===== src/rtl/csk_pipelined_subtractor.sv =====
// Pipelined a - b (as a + ~b + 1). Each stage resolves one BLOCK-bit carry-skip slice.
// Valid/ready handshake on both sides; empty stages refill even while the output is stalled.
module csk_pipelined_subtractor #(
   parameter int unsigned WIDTH = 16,
   parameter int unsigned BLOCK = 4
) (
   input  logic             clk,
   input  logic             rst,
   input  logic             in_valid,
   output logic             in_ready,
   input  logic [WIDTH-1:0] a,
   input  logic [WIDTH-1:0] b,
   output logic             out_valid,
   input  logic             out_ready,
   output logic [WIDTH-1:0] diff,
   output logic             borrow,
   output logic             ovf,
   output logic             zero
);

   localparam int unsigned N   = WIDTH / BLOCK;
   localparam int unsigned MSB = WIDTH - 1;

   logic [N-1:0]            v_q, v_d;
   logic [N-1:0]            c_q, c_d;
   logic [N-1:0][WIDTH-1:0] diff_q, diff_d;
   logic [N-1:0][WIDTH-1:0] a_q, a_d;
   logic [N-1:0][WIDTH-1:0] nb_q, nb_d;
   logic [N-1:0]            load;

   // A stage may load if it is empty or the stage after it is loading.
   always_comb begin
      logic ld;
      ld   = out_ready;
      load = '0;
      for (int unsigned i = 0; i < N; i++) begin
         ld            = ~v_q[N-1-i] | ld;
         load[N-1-i]   = ld;
      end
   end

   assign in_ready = load[0];

   always_comb begin
      logic             src_v;
      logic             cin;
      logic             carry;
      logic             allp;
      logic             p;
      logic [WIDTH-1:0] src_a;
      logic [WIDTH-1:0] src_nb;
      logic [WIDTH-1:0] src_diff;

      v_d    = v_q;
      c_d    = c_q;
      diff_d = diff_q;
      a_d    = a_q;
      nb_d   = nb_q;

      src_v    = in_valid;
      src_a    = a;
      src_nb   = ~b;
      src_diff = '0;
      cin      = 1'b1;

      // Each iteration consumes the previous stage's registers as its source, so
      // the upstream of stage 0 is simply the input port.
      for (int unsigned k = 0; k < N; k++) begin
         carry = cin;
         allp  = 1'b1;
         for (int unsigned j = 0; j < BLOCK; j++) begin
            p                       = src_a[k*BLOCK+j] ^ src_nb[k*BLOCK+j];
            src_diff[k*BLOCK+j]     = p ^ carry;
            carry                   = (src_a[k*BLOCK+j] & src_nb[k*BLOCK+j]) | (p & carry);
            allp                    = allp & p;
         end

         if (load[k]) begin
            v_d[k] = src_v;
            if (src_v) begin
               diff_d[k] = src_diff;
               c_d[k]    = allp ? cin : carry;
               a_d[k]    = src_a;
               nb_d[k]   = src_nb;
            end
         end

         src_v    = v_q[k];
         src_a    = a_q[k];
         src_nb   = nb_q[k];
         src_diff = diff_q[k];
         cin      = c_q[k];
      end
   end

   always_ff @(posedge clk or posedge rst) begin
      if (rst) begin
         v_q    <= '0;
         c_q    <= '0;
         diff_q <= '0;
         a_q    <= '0;
         nb_q   <= '0;
      end else begin
         v_q    <= v_d;
         c_q    <= c_d;
         diff_q <= diff_d;
         a_q    <= a_d;
         nb_q   <= nb_d;
      end
   end

   assign out_valid = v_q[N-1];
   assign diff      = diff_q[N-1];
   assign borrow    = ~c_q[N-1];
   assign zero      = ~|diff_q[N-1];
   // Sign of b is recovered from the stored ~b.
   assign ovf       = (a_q[N-1][MSB] ^ ~nb_q[N-1][MSB]) & (diff_q[N-1][MSB] ^ a_q[N-1][MSB]);

endmodule


===== config.mk =====
export PLATFORM = sky130hd
export DESIGN_NAME = csk_pipelined_subtractor
export DESIGN_NICKNAME = d
export VERILOG_FILES = /design/src/rtl/csk_pipelined_subtractor.sv
export SDC_FILE = /design/constraint.sdc
export NUM_CORES = 1
export LEC_CHECK = 0
export BUFFER_PORTS_ARGS = -buffer_cell sky130_fd_sc_hd__buf_2
export CAP_MARGIN = 20
export CELL_PAD_IN_SITES_DETAIL_PLACEMENT = 0
export CELL_PAD_IN_SITES_GLOBAL_PLACEMENT = 2
export CORE_MARGIN = 2
export CORE_UTILIZATION = 36
export DETAILED_ROUTE_END_ITERATION = 12
export PLACE_DENSITY_LB_ADDON = 0.15
export SYNTH_ARGS = -nofsm -noshare
export SYNTH_HDL_FRONTEND = slang
export SYNTH_SLANG_ARGS = --single-unit

===== constraint.sdc =====
create_clock -name clk -period 2.8 [get_ports clk]
set_clock_uncertainty 0.05 [all_clocks]
set_input_delay 0.28 -clock clk [delete_from_list [all_inputs] [get_ports clk]]
set_output_delay 0.28 -clock clk [all_outputs]
set_load 0.005 [all_outputs]

==> impl_metrics.toml <==
[worst_setup_path]
startpoint_type = "register"
r2r-start = "c_q[2]$_DFFE_PP0P_"
crit_start = "c_q[2]$_DFFE_PP0P_"
worst-path-max-fanout = 2
r2r_cells = 8
worstSetupPathType = "register to register"
endpoint_kind = "register"
cp_data_required_time_ns = 3.01
cp.arrival_ns = 2.45

[global_routing]
gr-max-usage-layer = "met2"
use_met2 = 0.208
grtUsageMet1 = 0.200
first_global_vias = 2710
grt_first_pass_wirelength_um = 14400
grt_max_degree = 99
grt_usage = 0.141
use_met3 = 0.0343
antenna_found_initial = 0
overflow = 0

[cells_and_area]
multi_input_area_um2 = 1760
final_nets = 444
final_core_util = 0.416
layout_common_cells = "98 x dfrtp_1, 69 x mux2_2, 56 x buf_2"
layout-drive-gt1-share = 0.395
fin_area_um2 = 5190
area_growth_pct = 14.1
final_common_cell = "dfrtp_1"
fillers = 1219
regArea_um2 = 2450
antenna_cells = 0

[sta]
tns_ns = 0
fmax_ghz = 0.448
rsz0062_at_grt = "no"
tightestPinTransition_ns = 0.585
post-route-period-util = 0.798
fin_hold_ws_ns = 0.0368
hold_violations = 0
timing.slew.headroom = 0.609
finalCriticalPeriod_ns = 2.23
setup_viol = 0
final-max-slew-violation-count = 0

[drt]
drt.antenna.violating_nets = 0
drt_iter0_drc = 81
drc = 0
dr.pass1.iters = 6
drt-total-wl_um = 8300
wl_per_cell_um = 15.0
routed_via_density = 4.55
routed-via-count = 2520

[place]
place_area_um2 = 4880
portBuffers = 56
finalWeightedCongestion = 0.744
dp.final_hpwl_um = 5820

[logic_synthesis]
synth_top_area_share = 0.539
yosysSeqAreaShare = 0.539
synth_cells = 332
synth.avg_cell_area_um2 = 13.7
yosysWarnings = 0
yosys.area.top_type = "dfrtp_1"
syn_nets = 399
ys_ff_latch = 98
netlist_area_um2 = 4550
synth.distinct_cells = 29
synthTopCellsByArea = "dfrtp_1 54%, mux2_2 17%, fa_1 6.6%, ha_1 4.4%, buf_4 3.3%"

[outcome]
status = "complete, no violations"

[clock_tree]
numCtsBuffers = 9
clkLatencyLatePin_ns = 0.34
cts.path.max_buffers = 2
cts_sinks = 98
root_buffer = "clkbuf_16"
holdBufCountCts = 0
htree_levels = 3
post_cts_resized = 0
cts_tree = "yes"
path_clk_slew_ns = 0.07
post_cts_buffers = 0

[floorplanning]
io_pins = 57
die_w_um = 116
row_count = 41
die_area_um2 = 13600
coreArea_um2 = 12500
start_util = 0.365
die_h_um = 116

[pwr]
p_leak_nw = 2.38
powerDensity_nw_per_um2 = 919
ir_worst_vdd_mv = 0.281

[job]
cap_violations = 0

[hold_path]
worstHoldPathType = "input port to async pin"
-- power breakdown --
part	switching [mW]	internal [mW]
Clock	0.546	0.717
Combinational	0.547	0.720
Sequential	0.340	1.90
Total	1.43	3.33
-- state kept, by name (all words and copies together) (netlist names) --
register and cells:
v_q 4, diff_q 24, nb_q 25, c_q 4
a_q 25, diff 16
-- stage by stage --
stage          setup WS (ns)  power [mW]  instances
3_3_place_gp           0.579        3.55        538
2_1_floorplan          0.695        3.23        332
6_report               0.567        4.77        554
3_5_place_dp           0.567        3.59        538
4_1_cts                0.552        4.87        554
5_1_grt                0.412        5.17        554
-- worst max-delay path, stage by stage (launching register included) --
cell	delay (ns)
dfrtp_1	0.38
inv_1	0.11
fa_1	0.19
inv_1	0.05
fa_1	0.40
fa_1	0.38
inv_1	0.08
fa_1	0.40
mux2i_1	0.13
-- logic make-up (layout without fill, tap and decap cells) --
family,Yosys count,after routing,synth area share
AOI/OAI and AO/OA,28,28,0.0434
adders and majority gates,31,31,0.110
buffers and inverters,62,112,0.0753
DFF,98,98,0.539
muxes,78,78,0.191
and+or+nand+nor,35,35,0.0418
-- layout make-up --
cell class,count,area share
inverter,36,0.0268
clock buffer,10,0.0460
multi-input combinational,172,0.338
sequential,98,0.473
tap,172,0.0415
timing repair buffer,60,0.0622
clock inverter,6,0.0128
-- path summary, 6_finish.rpt --
check	end	slack [ns]
max in group asynchronous	diff_q[39]$_DFFE_PP0P_	2.27
worst min-delay path	diff[15]$_DFFE_PP0P_	0.04
worst min register to register	diff_q[36]$_DFFE_PP0P_	0.46
worst max-delay path	diff[15]$_DFFE_PP0P_	0.57
worst max register to register	diff[15]$_DFFE_PP0P_	0.57
min in group clk	nb_q[7]$_DFFE_PP0P_	0.05
-- Yosys cell counts (all sizes together) --
library cell and instances:
dfrtp 98, mux2 69, inv 36, buf 25
nand2 19, ha 16, fa 15, o22a 12
mux2i 9, o21ai 8, nor4 4, a21oi 3
nand2b 3, nand4 3, a31oi 2, o22ai 2
a41oi 1, and4 1, and4b 1, clkbuf 1
nand3b 1, nand4b 1, nor2 1, or3 1
-- per-layer routing --
| metal | part of all wire | wire, µm |
|---|---|---|
| met1 | 0.52 | 4300 |
| met2 | 0.42 | 3520 |
| met3 | 0.040 | 331 |
| met4 | 0.018 | 148 |
| met5 | 0 | 0 |
Note: power is estimated with default switching activity, not from simulation.
